<file path="src/rtl/cpu_sequencer.sv">
// Multi-cycle FETCH/DECODE/EXEC/MEM/WB sequencer with sticky illegal-op TRAP.
// Optional retired-instruction counter: define SEQ_INSTRET_EN.
module cpu_sequencer #(
  parameter int unsigned INSTRET_W = 32
) (
  input  logic       clk,
  input  logic       rst,
  input  logic [6:0] op_code,
  input  logic       op_illegal,
  input  logic       branch_taken,
  input  logic       mem_ready,
  output logic       mem_req,
  output logic       mem_we,
  output logic       addr_sel,
  output logic       ir_write,
  output logic       alu_en,
  output logic       reg_write,
  output logic       pc_write,
  output logic       pc_branch,
  output logic       trap,
  output logic [2:0] state
`ifdef SEQ_INSTRET_EN
  ,
  output logic [INSTRET_W-1:0] instret
`endif
);

  typedef enum logic [2:0] {
    S_FETCH  = 3'd0,
    S_DECODE = 3'd1,
    S_EXEC   = 3'd2,
    S_MEM    = 3'd3,
    S_WB     = 3'd4,
    S_TRAP   = 3'd5
  } state_e;

  typedef enum logic [2:0] {
    C_OP     = 3'd0,
    C_IMM    = 3'd1,
    C_LUI    = 3'd2,
    C_LOAD   = 3'd3,
    C_STORE  = 3'd4,
    C_BRANCH = 3'd5
  } cls_e;

  state_e state_q, state_d;
  cls_e   cls_q, cls_d;
  cls_e   dec_cls;
  logic   dec_ok;

  always_comb begin
    dec_cls = C_OP;
    dec_ok  = 1'b1;
    case (op_code)
      7'b0110011: dec_cls = C_OP;
      7'b0010011: dec_cls = C_IMM;
      7'b0110111: dec_cls = C_LUI;
      7'b0000011: dec_cls = C_LOAD;
      7'b0100011: dec_cls = C_STORE;
      7'b1100011: dec_cls = C_BRANCH;
      default:    dec_ok  = 1'b0;
    endcase
  end

  // op_code only steers the next state in DECODE; strobes never see it
  always_comb begin
    state_d = state_q;
    cls_d   = cls_q;
    case (state_q)
      S_FETCH: begin
        if (mem_ready) state_d = S_DECODE;
      end
      S_DECODE: begin
        if (op_illegal || !dec_ok) begin
          state_d = S_TRAP;
        end else begin
          cls_d   = dec_cls;
          state_d = S_EXEC;
        end
      end
      S_EXEC: begin
        if (cls_q == C_LOAD || cls_q == C_STORE)
          state_d = S_MEM;
        else
          state_d = S_WB;
      end
      S_MEM: begin
        if (mem_ready) state_d = S_WB;
      end
      S_WB:    state_d = S_FETCH;
      S_TRAP:  state_d = S_TRAP;
      default: state_d = S_TRAP;
    endcase
  end

  always_ff @(posedge clk) begin
    if (rst) begin
      state_q <= S_FETCH;
      cls_q   <= C_OP;
    end else begin
      state_q <= state_d;
      cls_q   <= cls_d;
    end
  end

  // Gated by rst so an abandoned request drops in the reset cycle itself
  always_comb begin
    mem_req   = 1'b0;
    mem_we    = 1'b0;
    addr_sel  = 1'b0;
    ir_write  = 1'b0;
    alu_en    = 1'b0;
    reg_write = 1'b0;
    pc_write  = 1'b0;
    pc_branch = 1'b0;
    trap      = 1'b0;
    state     = 3'd0;
    if (!rst) begin
      state = state_q;
      case (state_q)
        S_FETCH: begin
          mem_req  = 1'b1;
          ir_write = mem_ready;
        end
        S_EXEC: alu_en = 1'b1;
        S_MEM: begin
          mem_req  = 1'b1;
          addr_sel = 1'b1;
          mem_we   = (cls_q == C_STORE);
        end
        S_WB: begin
          pc_write  = 1'b1;
          pc_branch = (cls_q == C_BRANCH) && branch_taken;
          reg_write = (cls_q == C_OP) || (cls_q == C_IMM) ||
                      (cls_q == C_LUI) || (cls_q == C_LOAD);
        end
        S_TRAP:  trap = 1'b1;
        default: ;
      endcase
    end
  end

`ifdef SEQ_INSTRET_EN
  logic [INSTRET_W-1:0] instret_q;

  always_ff @(posedge clk) begin
    if (rst)
      instret_q <= '0;
    else if (state_q == S_WB)
      instret_q <= instret_q + INSTRET_W'(1);
  end

  assign instret = rst ? '0 : instret_q;
`else
  logic unused_instret_w;
  assign unused_instret_w = (INSTRET_W == 0);
`endif

endmodule

</file>
<file path="config.mk">
export PLATFORM = sky130hd
export DESIGN_NAME = cpu_sequencer
export DESIGN_NICKNAME = d
export VERILOG_FILES = /design/src/rtl/cpu_sequencer.sv
export SDC_FILE = /design/constraint.sdc
export NUM_CORES = 1
export LEC_CHECK = 0
export CAP_MARGIN = 30
export CORE_MARGIN = 4
export CORE_UTILIZATION = 33
export DETAILED_ROUTE_END_ITERATION = 8
export DONT_BUFFER_PORTS = 1
export PLACE_DENSITY_LB_ADDON = 0.08
export REMOVE_ABC_BUFFERS = 1
export SKIP_CTS_REPAIR_TIMING = 1
export SLEW_MARGIN = 20
export SYNTH_ARGS = -nofsm -noshare
export SYNTH_HDL_FRONTEND = slang
export SYNTH_SLANG_ARGS = --single-unit
</file>
<file path="constraint.sdc">
create_clock -name clk -period 3.9 [get_ports clk]
set_clock_uncertainty 0.05 [all_clocks]
set_input_delay 0.39 -clock clk [delete_from_list [all_inputs] [get_ports clk]]
set_output_delay 0.39 -clock clk [all_outputs]
set_load 0.05 [all_outputs]
</file>
# Word level (Yosys, flattened, before mapping)
# Index checks and enable logic that the tools add are counted.
# word_totals
mem_count	0
rom_bits	0
ramBits	0
inputBits	12
wordCells	60
latch_bits	0
ff_bits	6
# classes
magnitude_cmp	0
bitwise	1
n_eq_ne	18
n_mul	0
addsub	0
muxes	26
shift	0
div_mod_pow	0
reduce_logical	13
# op_table
op	count
$pmux 3 s5	2
$eq 7x6->1 const B	3
$mux 1	19
$mux 3	5
$eq 3x2->1 const B	4
$eq 3x3->1 const B	4
$eq 7x2->1 const B	1
$eq 7x5->1 const B	1
$eq 7x7->1 const B	1
$eq 3x1->1 const B	2
$logic_not 3->1	2
$reduce_or 6->1	1
$logic_or 1x1->1	5
$ne 2x2->1 const B	2
$reduce_and 2->1	2
$reduce_or 2->1	1
$logic_and 1x1->1	1
$logic_not 1->1	1
$not 1->1	1

# Logic depth before layout (Yosys ltp)
# Gate-level depths: netlist of the first run.
# logic_depth
depth_word	7
depth_mapped	5

# Worst setup path before layout of the first run
# No wires, ideal clock.
# synth_path
path_type	register to output
start	register state_q[2]
end	output port pc_branch
arrival_ns	2.310
n_path_buf	1
stages_incl_launch_ff	5
setup_slack_ns	1.150
cell_sequence	dfxtp_1 buf_2 and2b_1 nor3b_2 and4_1
# synth_between
elab_chain_cells	3
# synth_lines
element	line	rtl
start: declaration	46	state_e state_q, state_d;
start signal: assignment	101	state_q <= state_d;
$eq 3x3->1	120	case (state_q)
$mux 1	120	
$mux 1	118	if (!rst) begin
end: declaration	19	output logic pc_branch,
# Every way passes these cells.

# Worst setup path after layout of the first run
# Ends and elaborated chain as after synthesis.

==> flow_summary.rst, run 1 <==
.. list-table::
   :header-rows: 1

   * - Metric
     - Value
   * - Number of standard cells in the final layout excluding fillers
     - 87
   * - GRT Residual Overflow
     - 0
   * - Die W
     - 47.9 um
   * - Standard cell with the maximum stage delay on the critical path
     - sky130_fd_sc_hd__and4_1
   * - Critical path cell sequence
     - and2b_1 > nor3b_2 > buf_4 > and4_1
   * - Antenna Diode Count
     - 0
   * - Buffer type at the clock tree root
     - sky130_fd_sc_hd__clkbuf_4
   * - Share of layout cells above drive strength 1
     - 0.211
   * - Vertical die dimension
     - 47.9 um
   * - Per-instance average area after synthesis
     - 7.71 sq um
   * - Final Slew Violations
     - 0
   * - Number of warnings printed during yosys synthesis
     - 0
   * - Clk Latency, worst-skew pair
     - 0.24 ns
   * - Global-route wire length before repair
     - 1950 um
   * - Area of the die
     - 0.00229 sq mm
   * - Register bit count reported by yosys
     - 6
   * - Run status
     - finished clean
   * - Measured slew at the worst slew-check pin
     - 0.939 ns
   * - Vias post-DR
     - 486
   * - Crit path arrival time
     - 2.22 ns
   * - IO buf count
     - 0
   * - Max Cap Violations
     - 0
   * - Largest stage delay on the critical path
     - 0.53 ns
   * - Overall global routing resource usage
     - 0.120
   * - DPL Wire Length
     - 943 um
   * - Total clock buffers created by CTS
     - 3
   * - Cell-internal power
     - 116 uW
   * - Final count of hold timing violations
     - 0
   * - Maximum fanout along the worst path
     - 11
   * - Remaining antenna violation count
     - 0
   * - Switching fraction of total power
     - 0.340
   * - Post-detailed-route via-to-cell ratio
     - 5.59
   * - Final routed wire length divided by cell count
     - 13.3 um
   * - TritonCTS clock tree
     - done
   * - Leading cell type in the layout, fill and taps excluded
     - sky130_fd_sc_hd__nand2b_1
   * - Endpoint required time on the critical path
     - 3.46 ns
   * - Combinational Power Share
     - 0.273
   * - Worst vdd rail ir drop
     - 0.110 mV
   * - Growth of design area from synthesis to finish
     - 11.2%
   * - Initial antenna violation count
     - 0
   * - Peak clock frequency supported by timing
     - 376 MHz
   * - Highest-count cells in the layout ignoring fill and taps
     - 7 x sky130_fd_sc_hd__nand2b_1, 6 x sky130_fd_sc_hd__nor3_1, 6 x sky130_fd_sc_hd__dfxtp_1
   * - Portion of the post-synthesis area used by sequential elements
     - 0.229
   * - CTS clock-pin slew for the worst setup and hold paths
     - 0.05 ns
   * - Critical Path Sink Type
     - output pin
   * - Final number of setup-violating endpoints
     - 0
   * - Number of top-level design ports
     - 24
   * - Detailed-route DRC error count
     - 0
   * - Initial Util
     - 0.348
   * - WS Path Type
     - flip-flop to output pin
   * - Library cells used by synthesis
     - 33
   * - Net switching power figure
     - 59.8 uW
   * - Number of buffers on the longest clock path
     - 2
   * - Placed instance count
     - 84
   * - TritonCTS sink count
     - 6
   * - Crit share post-route
     - 0.682
   * - Total number of nets in the final design
     - 85
   * - Period minus WS final
     - 2.66 ns
   * - Count of standard-cell rows
     - 14
   * - Global placement routability congestion
     - 0.746
   * - Standby leakage power
     - 0.248 nW
   * - Final WL
     - 1160 um
   * - Maximum number of pins on one net before global-route repair
     - 14
   * - Area of the core region
     - 0.00151 sq mm
   * - Netlist Area Pre-Place
     - 524 sq um
   * - Fraction of power consumed by sequential logic
     - 0.403
   * - Drt initial violations
     - 6
   * - Fraction of power consumed by the clock network
     - 0.324
   * - Startpoint kind of the worst setup timing path
     - flip-flop
   * - DRT Pass-1 Iters
     - 4
   * - Setup Total Neg Slack
     - 0 ns
   * - Total power density per cell area
     - 301 mW/mm^2
   * - Count of fill cells added during filler insertion
     - 170
   * - Cells after Synth
     - 68
   * - Via count of the first global-routing pass
     - 477
   * - Tightest Hold Check Type
     - input pin to flip-flop
   * - H-tree levels
     - 1
   * - RSZ-0062 raised after global routing
     - no
   * - Headroom to the max-slew limit
     - 0.373
## power by group through the flow
| stage | clock network [mW] | registers [mW] | logic (mW) |
|---|---|---|---|
| after detailed placement | 0 | 0.0721 | 0.0481 |
| after CTS | 0.0598 | 0.0709 | 0.0484 |
| after global placement | 0 | 0.0719 | 0.0483 |
| final | 0.0570 | 0.0708 | 0.0479 |
| after floorplan | 0 | 0.0701 | 0.0417 |
| after global routing | 0.0659 | 0.0722 | 0.0526 |
## state kept, by name, summed over array words and instances, names as in the netlist
signal / cells
cls_q: 3
state_q: 3
## cell usage after synthesis, drive strengths merged
cell	instances	area share
and2b	2	0.029
nand2	5	0.041
nor2	4	0.029
nand2b	7	0.084
and3b	1	0.017
nor2b	3	0.036
clkbuf	1	0.0072
a211o	1	0.019
or3	1	0.012
or3b	1	0.017
nor4	2	0.024
nand3	1	0.0095
inv	1	0.0072
xor2	1	0.017
buf	3	0.029
a211oi	1	0.024
nor3b	2	0.038
a21o	1	0.014
a21oi	3	0.029
and4	1	0.017
a21boi	1	0.014
o22ai	1	0.012
nor3	6	0.057
a311oi	1	0.029
or2b	1	0.014
o21ai	4	0.045
and3	2	0.026
dfxtp	6	0.23
mux2i	4	0.076
## final cells by class
class	count	area [sq um]	share of cell area
timing repair buffer	4	30.0	0.0515
clock buffer	3	22.5	0.0386
tap	16	20.0	0.0343
inverter	1	3.75	0.00644
multi-input combinational	57	387	0.663
sequential	6	120	0.206
## cells by family (layout without fill, tap and decap cells)
logic type                count (synthesis)  after routing  share of synthesized area
and+or+nand+nor                          39             39                      0.449
AOI/OAI and AO/OA                        13             13                      0.186
DFF                                       6              6                      0.229
muxes                                     4              4                     0.0764
xor gates and xnor gates                  1              1                     0.0167
buffers and inverters                     5              8                     0.0429
## final timing paths
check | startpoint | to | slack [ns] | cells after the start
max | state_q[2] | pc_branch | 1.24 | 4
min | rst | state_q[2] | 0.16 | 1
max reg2reg | state_q[0] | state_q[0] | 2.48 | 3
min reg2reg | cls_q[1] | cls_q[1] | 0.46 | 2
## metal layers
metal | up-vias | global-route usage | part of all wire
met5 | - | 0 | 0
li1 | 253 | - | -
met3 | 0 | 0.0526 | 0.044
met1 | 224 | 0.145 | 0.40
met4 | 0 | 0.0161 | 0
met2 | 9 | 0.201 | 0.55
## per-stage QoR
step | hold WS [ns] | instance area [sq um] | power [mW] | utilization | worst slack [ns]
after global routing | 0.140 | 583 | 0.191 | 0.387 | 1.10
after CTS | 0.147 | 583 | 0.179 | 0.387 | 1.21
after floorplan | 0.405 | 505 | 0.112 | - | 1.16
after detailed placement | 0.410 | 561 | 0.120 | 0.372 | 1.48
after global placement | 0.407 | 561 | 0.120 | 0.372 | 1.50
final | 0.156 | 583 | 0.176 | 0.387 | 1.24
## critical path: cells and delay by family, from the launching register on
family | cells | cell delay, ns
and+or+nand+nor | 3 | 1.27
buffers and inverters | 1 | 0.22
DFF | 1 | 0.49
No activity file was read; power rests on OpenSTA's default activity.
==> inputs of run 2 (changes only) <==
--- a/config.mk
+++ b/config.mk
@@ -5,6 +5,7 @@
 export SDC_FILE = /design/constraint.sdc
 export NUM_CORES = 1
 export LEC_CHECK = 0
+export ABC_AREA = 1
 export CAP_MARGIN = 30
 export CORE_MARGIN = 4
 export CORE_UTILIZATION = 33
==> constraint.sdc (replaced) <==
create_clock -name clk -period 2.41 [get_ports clk]
set_clock_uncertainty 0.05 [all_clocks]
set_input_delay 0.241 -clock clk [delete_from_list [all_inputs] [get_ports clk]]
set_output_delay 0.241 -clock clk [all_outputs]
set_load 0.05 [all_outputs]
==> run 2 against run 1 <==
  * Cell count is 34% higher
  * Largest power group unchanged
  * Utilization is 5.7 points higher
  * Die area rose by 8.5%
  * Clock power rose by 64%
  * Wire length grew 4.3%
  * Critical path type unchanged
  * Critical path depth increased by 1
  * Area after synthesis rose by 10%
  * Combinational power up 120%
  * Worst hold slack got worse by 0.15 ns
  * Register-to-register slack got worse by 1.3 ns
==> flow_summary.rst, run 2 <==
.. list-table::
   :header-rows: 1

   * - Metric
     - Value
   * - Run status
     - finished clean
   * - Library cells used by synthesis
     - 24
   * - Highest-count cells in the layout ignoring fill and taps
     - 14 x sky130_fd_sc_hd__inv_1, 12 x sky130_fd_sc_hd__nor2_1, 12 x sky130_fd_sc_hd__nand2_1
   * - Total power density per cell area
     - 440 mW/mm^2
   * - Endpoint of the lowest-slack register-to-register path
     - state_q[0]
   * - Period minus WS final
     - 1.73 ns
   * - Endpoint required time on the critical path
     - 2.12 ns
   * - Drt initial violations
     - 6
   * - Count of fill cells added during filler insertion
     - 179
   * - Hold WS
     - 0.00794 ns
   * - DRT Pass-1 Iters
     - 5
   * - Maximum fanout along the worst path
     - 4
   * - Critical Path Sink Type
     - output pin
   * - Final number of setup-violating endpoints
     - 0
   * - Pre-CTS worst setup slack
     - 0.926 ns
   * - Vertical die dimension
     - 49.9 um
   * - Final critical-path setup slack
     - 0.684 ns
   * - Clk Latency, worst-skew pair
     - 0.24 ns
   * - Top Usage Layer GRT
     - met2
   * - Worst reg2reg path startpoint
     - state_q[2]
   * - Most area-consuming cells after synthesis
     - sky130_fd_sc_hd__dfxtp_1 21%, sky130_fd_sc_hd__inv_1 9.1%, sky130_fd_sc_hd__nand2_1 7.8%, sky130_fd_sc_hd__nor2_1 7.8%, sky130_fd_sc_hd__nor2_4 7.8%
   * - Final WL
     - 1210 um
   * - Synth async-reset ratio
     - 0
   * - TritonCTS clock tree
     - done
   * - Total clock buffers created by CTS
     - 3
   * - Vias post-DR
     - 594
   * - Startpoint kind of the worst setup timing path
     - flip-flop
   * - Worst vdd rail ir drop
     - 0.116 mV
   * - Number of buffers on the longest clock path
     - 2
   * - Register bit count reported by yosys
     - 6
   * - Dominant cell type by area after synthesis
     - sky130_fd_sc_hd__dfxtp_1
   * - Met1 demand-to-capacity share in global routing
     - 0.112
   * - Area of the die
     - 0.00249 sq mm
   * - DPL Wire Length
     - 1070 um
   * - Max Cap Violations
     - 0
   * - Cells after Synth
     - 88
   * - TritonCTS sink count
     - 6
   * - Area of the core region
     - 0.00158 sq mm
   * - WS Path Type
     - flip-flop to output pin
   * - Standby leakage power
     - 0.324 nW
   * - Final routed wire length divided by cell count
     - 10.3 um
   * - Largest regs
     - cls_q: 3 flops, state_q: 3 flops
   * - Leading cell type in the layout, fill and taps excluded
     - sky130_fd_sc_hd__inv_1
   * - Crit path arrival time
     - 1.43 ns
   * - Measured slew at the worst slew-check pin
     - 0.420 ns
   * - Register-to-register setup slack
     - 1.23 ns
   * - Growth of design area from synthesis to finish
     - 21.0%
   * - Per-instance average area after synthesis
     - 6.57 sq um
   * - Total number of nets in the final design
     - 115
   * - End point of the most critical hold path
     - state_q[0]
   * - Portion of the post-synthesis area used by sequential elements
     - 0.208
   * - Global-route wire length before repair
     - 2070 um
   * - Detailed-route DRC error count
     - 0
   * - IO buf count
     - 0
   * - Overall global routing resource usage
     - 0.107
   * - H-tree levels
     - 1
   * - Die W
     - 49.9 um
   * - Final Slew Violations
     - 0
   * - Start point of the worst hold path
     - rst
   * - Peak clock frequency supported by timing
     - 579 MHz
   * - Share of the synthesized area in the top cell type
     - 0.208
   * - Synth top cells by count
     - 14 x sky130_fd_sc_hd__inv_1, 12 x sky130_fd_sc_hd__nand2_1, 12 x sky130_fd_sc_hd__nor2_1
   * - GR Layer Usage met3
     - 0.0301
   * - Antenna Diode Count
     - 0
   * - Number of top-level design ports
     - 24
   * - Netlist Area Pre-Place
     - 578 sq um
   * - Global routing usage on met2
     - 0.185
   * - Number of enable-type register cells in the synthesized netlist
     - 0
   * - Buffer type at the clock tree root
     - sky130_fd_sc_hd__clkbuf_4
   * - GRT Residual Overflow
     - 0
   * - Flip-flop cell with the highest count after synthesis
     - sky130_fd_sc_hd__dfxtp_1
   * - Via count of the first global-routing pass
     - 550
   * - Logic depth of the worst register-to-register path
     - 7
   * - Initial Util
     - 0.367
   * - Number of warnings printed during yosys synthesis
     - 0
   * - Crit share post-route
     - 0.716
   * - RSZ-0062 raised after global routing
     - no
   * - Worst Hold Path Cells
     - 1
   * - Initial antenna violation count
     - 0
   * - Headroom to the max-slew limit
     - 0.720
   * - Post-detailed-route via-to-cell ratio
     - 5.08
   * - Count of standard-cell rows
     - 14
   * - Final count of hold timing violations
     - 0
   * - CTS clock-pin slew for the worst setup and hold paths
     - 0.04 ns
   * - Global placement routability congestion
     - 0.702
   * - Tightest Hold Check Type
     - input pin to flip-flop
   * - Leading cell type by number of instances after synthesis
     - sky130_fd_sc_hd__inv_1
   * - Maximum number of pins on one net before global-route repair
     - 13
   * - Share of layout cells above drive strength 1
     - 0.366
   * - Remaining antenna violation count
     - 0
   * - Setup Total Neg Slack
     - 0 ns
==> run 2: worst max-delay path: stages (launching register included) <==
cell and delay (ns):
sky130_fd_sc_hd__dfxtp_1 0.41, sky130_fd_sc_hd__inv_2 0.10, sky130_fd_sc_hd__nor3_4 0.22, sky130_fd_sc_hd__inv_1 0.09, sky130_fd_sc_hd__nor3_1 0.14, sky130_fd_sc_hd__buf_4 0.23
==> run 2: kinds of logic (layout without fill, tap and decap cells) <==
kind of cell | after synthesis | count (layout) | synth area share
and+or+nand+nor | 50 | 50 | 0.532
buffers and inverters | 20 | 33 | 0.134
AOI/OAI and AO/OA | 12 | 12 | 0.126
DFF | 6 | 6 | 0.208
==> run 2: cell type report <==
type | instances | area (sq um) | area share
tap | 16 | 20.0 | 0.0286
clock buffer | 3 | 22.5 | 0.0322
inverter | 19 | 73.8 | 0.106
sequential | 6 | 120 | 0.172
timing repair buffer | 11 | 82.6 | 0.118
multi-input combinational | 62 | 380 | 0.544
==> run 2: layer usage <==
layer | up-vias | share of wire
met5 | - | 0
met4 | 0 | 0.027
met3 | 5 | 0.087
li1 | 307 | -
met2 | 24 | 0.52
met1 | 258 | 0.36
==> run 2: where the power goes <==
group | switching (mW) | internal [mW] | leakage, nW | total (mW)
combinational | 0.0710 | 0.0323 | 0.261 | 0.103
sequential | 0.00767 | 0.104 | 0.0487 | 0.111
clock | 0.0368 | 0.0564 | 0.0138 | 0.0932
total | 0.115 | 0.192 | 0.324 | 0.308
==> run 2: how the worst max path moves through the flow <==
stage                    start   endpoint  depth (start not counted)
global placement    state_q[0]     mem_we                          5
detailed placement  state_q[0]     mem_we                          5
CTS                 state_q[0]     mem_we                          5
finish              state_q[0]     mem_we                          5
floorplan           state_q[2]  pc_branch                          4
global route        state_q[1]     mem_we                          5
==> run 2: through the flow <==
step	cell area [sq um]	util	instances	power (mW)
floorplan	574	-	87	0.198
global placement	677	0.429	114	0.217
detailed placement	677	0.429	114	0.217
CTS	699	0.444	117	0.311
global route	699	0.444	117	0.324
finish	699	0.444	117	0.308
==> inputs of run 3 (changes only) <==
==> constraint.sdc (replaced) <==
create_clock -name clk -period 1.8 [get_ports clk]
set_clock_uncertainty 0.05 [all_clocks]
set_input_delay 0.18 -clock clk [delete_from_list [all_inputs] [get_ports clk]]
set_output_delay 0.18 -clock clk [all_outputs]
set_load 0.05 [all_outputs]
==> run 3 against run 2 <==
  * Sequential power up 34%
  * Cell count up 1.7%
  * Register-to-register slack lost 0.64 ns
  * Design area rose by 4.3%
  * Clock power increased by 36%
  * Largest cell class unchanged
==> flow_summary.rst, run 3 (same netlist as run 2, synthesis figures left out) <==
.. list-table::
   :header-rows: 1

   * - Metric
     - Value
   * - Die W
     - 49.9 um
   * - Remaining antenna violation count
     - 0
   * - CTS clock-pin slew for the worst setup and hold paths
     - 0.04 ns
   * - Total number of nets in the final design
     - 117
   * - Crit path arrival time
     - 1.45 ns
   * - Final WL
     - 1260 um
   * - Detailed-route DRC error count
     - 0
   * - Cell-internal power
     - 263 uW
   * - Drt initial violations
     - 3
   * - Growth of design area from synthesis to finish
     - 26.2%
   * - Vertical die dimension
     - 49.9 um
   * - Top Usage Layer GRT
     - met2
   * - Antenna Diode Count
     - 0
   * - Hold WS
     - 0.0771 ns
   * - Combinational Power Share
     - 0.344
   * - Measured slew at the worst slew-check pin
     - 0.332 ns
   * - Largest stage delay on the critical path
     - 0.42 ns
   * - Maximum number of pins on one net before global-route repair
     - 13
   * - Period minus WS final
     - 1.68 ns
   * - Fraction of power consumed by sequential logic
     - 0.354
   * - Switching fraction of total power
     - 0.377
   * - Post-detailed-route via-to-cell ratio
     - 4.90
   * - Initial antenna violation count
     - 0
   * - Critical path cell sequence
     - inv_2 > nor3_4 > inv_1 > nor3_1 > buf_4
   * - Max Cap Violations
     - 0
   * - Number of buffers on the longest clock path
     - 2
   * - Global-route wire length before repair
     - 2080 um
   * - Number of top-level design ports
     - 24
   * - Worst reg2reg path startpoint
     - state_q[2]
   * - Startpoint kind of the worst setup timing path
     - flip-flop
   * - Count of fill cells added during filler insertion
     - 176
   * - IO buf count
     - 0
   * - Met1 demand-to-capacity share in global routing
     - 0.112
   * - Worst vdd rail ir drop
     - 0.193 mV
   * - Pre-CTS worst setup slack
     - 0.368 ns
   * - TritonCTS clock tree
     - done
   * - GR Layer Usage met3
     - 0.0241
   * - Crit share post-route
     - 0.932
   * - Footprint of the multi-input gates
     - 380 sq um
   * - Area of the die
     - 0.00249 sq mm
   * - Total power density per cell area
     - 578 mW/mm^2
   * - Sequential standard cell area
     - 120 sq um
   * - Net switching power figure
     - 159 uW
   * - Logic depth of the worst register-to-register path
     - 7
   * - Worst Hold Path Cells
     - 3
   * - DPL Wire Length
     - 1080 um
   * - Endpoint required time on the critical path
     - 1.57 ns
   * - Final number of setup-violating endpoints
     - 0
   * - Highest-count cells in the layout ignoring fill and taps
     - 14 x sky130_fd_sc_hd__inv_1, 12 x sky130_fd_sc_hd__nor2_1, 12 x sky130_fd_sc_hd__nand2_1
   * - RSZ-0062 raised after global routing
     - no
   * - Peak clock frequency supported by timing
     - 596 MHz
   * - Global routing usage on met2
     - 0.194
   * - Total clock buffers created by CTS
     - 3
   * - End point of the most critical hold path
     - state_q[1]
   * - Vias post-DR
     - 583
   * - Buffer type at the clock tree root
     - sky130_fd_sc_hd__clkbuf_4
   * - H-tree levels
     - 1
   * - Largest regs
     - cls_q: 3 flops, state_q: 3 flops
   * - Maximum fanout along the worst path
     - 4
   * - Clk Latency, worst-skew pair
     - 0.25 ns
   * - Setup Total Neg Slack
     - 0 ns
   * - Critical Path Sink Type
     - output pin
   * - Tightest Hold Check Type
     - input pin to flip-flop
   * - Start point of the worst hold path
     - rst
   * - Leading cell type in the layout, fill and taps excluded
     - sky130_fd_sc_hd__inv_1
   * - Initial Util
     - 0.367
   * - Run status
     - finished clean
   * - DRT Pass-1 Iters
     - 3
   * - Via count of the first global-routing pass
     - 527
   * - Final Slew Violations
     - 0
   * - Register-to-register setup slack
     - 0.59 ns
   * - WS Path Type
     - flip-flop to output pin
   * - Final critical-path setup slack
     - 0.123 ns
   * - Count of standard-cell rows
     - 14
   * - Share of layout cells above drive strength 1
     - 0.369
   * - Final routed wire length divided by cell count
     - 10.5 um
   * - TritonCTS sink count
     - 6
   * - Endpoint of the lowest-slack register-to-register path
     - state_q[0]
   * - Overall global routing resource usage
     - 0.108
   * - Area of the core region
     - 0.00158 sq mm
   * - Standby leakage power
     - 0.336 nW
   * - GRT Residual Overflow
     - 0
   * - Fraction of power consumed by the clock network
     - 0.302
   * - Global placement routability congestion
     - 0.719
   * - Final count of hold timing violations
     - 0
   * - Headroom to the max-slew limit
     - 0.778
   * - Standard cell with the maximum stage delay on the critical path
     - sky130_fd_sc_hd__dfxtp_1
run 3: changes by cell type in the layout (fill, tap and decap cells not counted), sizes merged:
cell | before | now
buf | 11 | 12
dlygate4sd3 | 0 | 1
run 3: worst max-delay path: cells and delay by family, from the launching register on:
| family | cells | cell delay [ns] |
|---|---|---|
| buffers and inverters | 3 | 0.41 |
| flip-flops | 1 | 0.42 |
| AND/OR/NAND/NOR | 2 | 0.36 |
run 3: through the flow:
step / instances / utilization / cell area [sq um] / power, mW
after floorplan: 87 / - / 574 / 0.265
after global placement: 115 / 0.442 / 697 / 0.294
after detailed placement: 115 / 0.442 / 697 / 0.296
after CTS: 118 / 0.456 / 719 / 0.425
after global routing: 119 / 0.463 / 729 / 0.445
final: 119 / 0.463 / 729 / 0.422
run 3: worst max path at each step:
stage	startpoint	endpoint	slack (ns)
2_1_floorplan	state_q[2]	pc_branch	-0.31
3_3_place_gp	state_q[0]	mem_we	0.42
3_5_place_dp	state_q[0]	mem_we	0.37
4_1_cts	state_q[0]	mem_we	0.1
5_1_grt	state_q[0]	mem_we	0.02
6_report	state_q[0]	mem_we	0.12
run 3: area by class of cell:
type                    instances  share of cell area
well taps                      16              0.0274
multi-input cells              62               0.521
flip-flops and latches          6               0.165
inverters                      19               0.101
repair buffers                 13               0.154
clock buffers                   3              0.0309
run 3: power groups by stage:
stage	clock network [mW]	logic, mW	registers (mW)
final	0.127	0.145	0.149
after CTS	0.131	0.145	0.149
after global routing	0.138	0.156	0.150
after detailed placement	0	0.144	0.152
after global placement	0	0.143	0.151
after floorplan	0	0.115	0.151
run 3: metal layers:
metal,part of all wire,wire [um],vias up
li1,-,-,307
met1,0.39,493,254
met2,0.52,656,19
met3,0.069,87,3
met4,0.014,18,0
met5,0,0,-
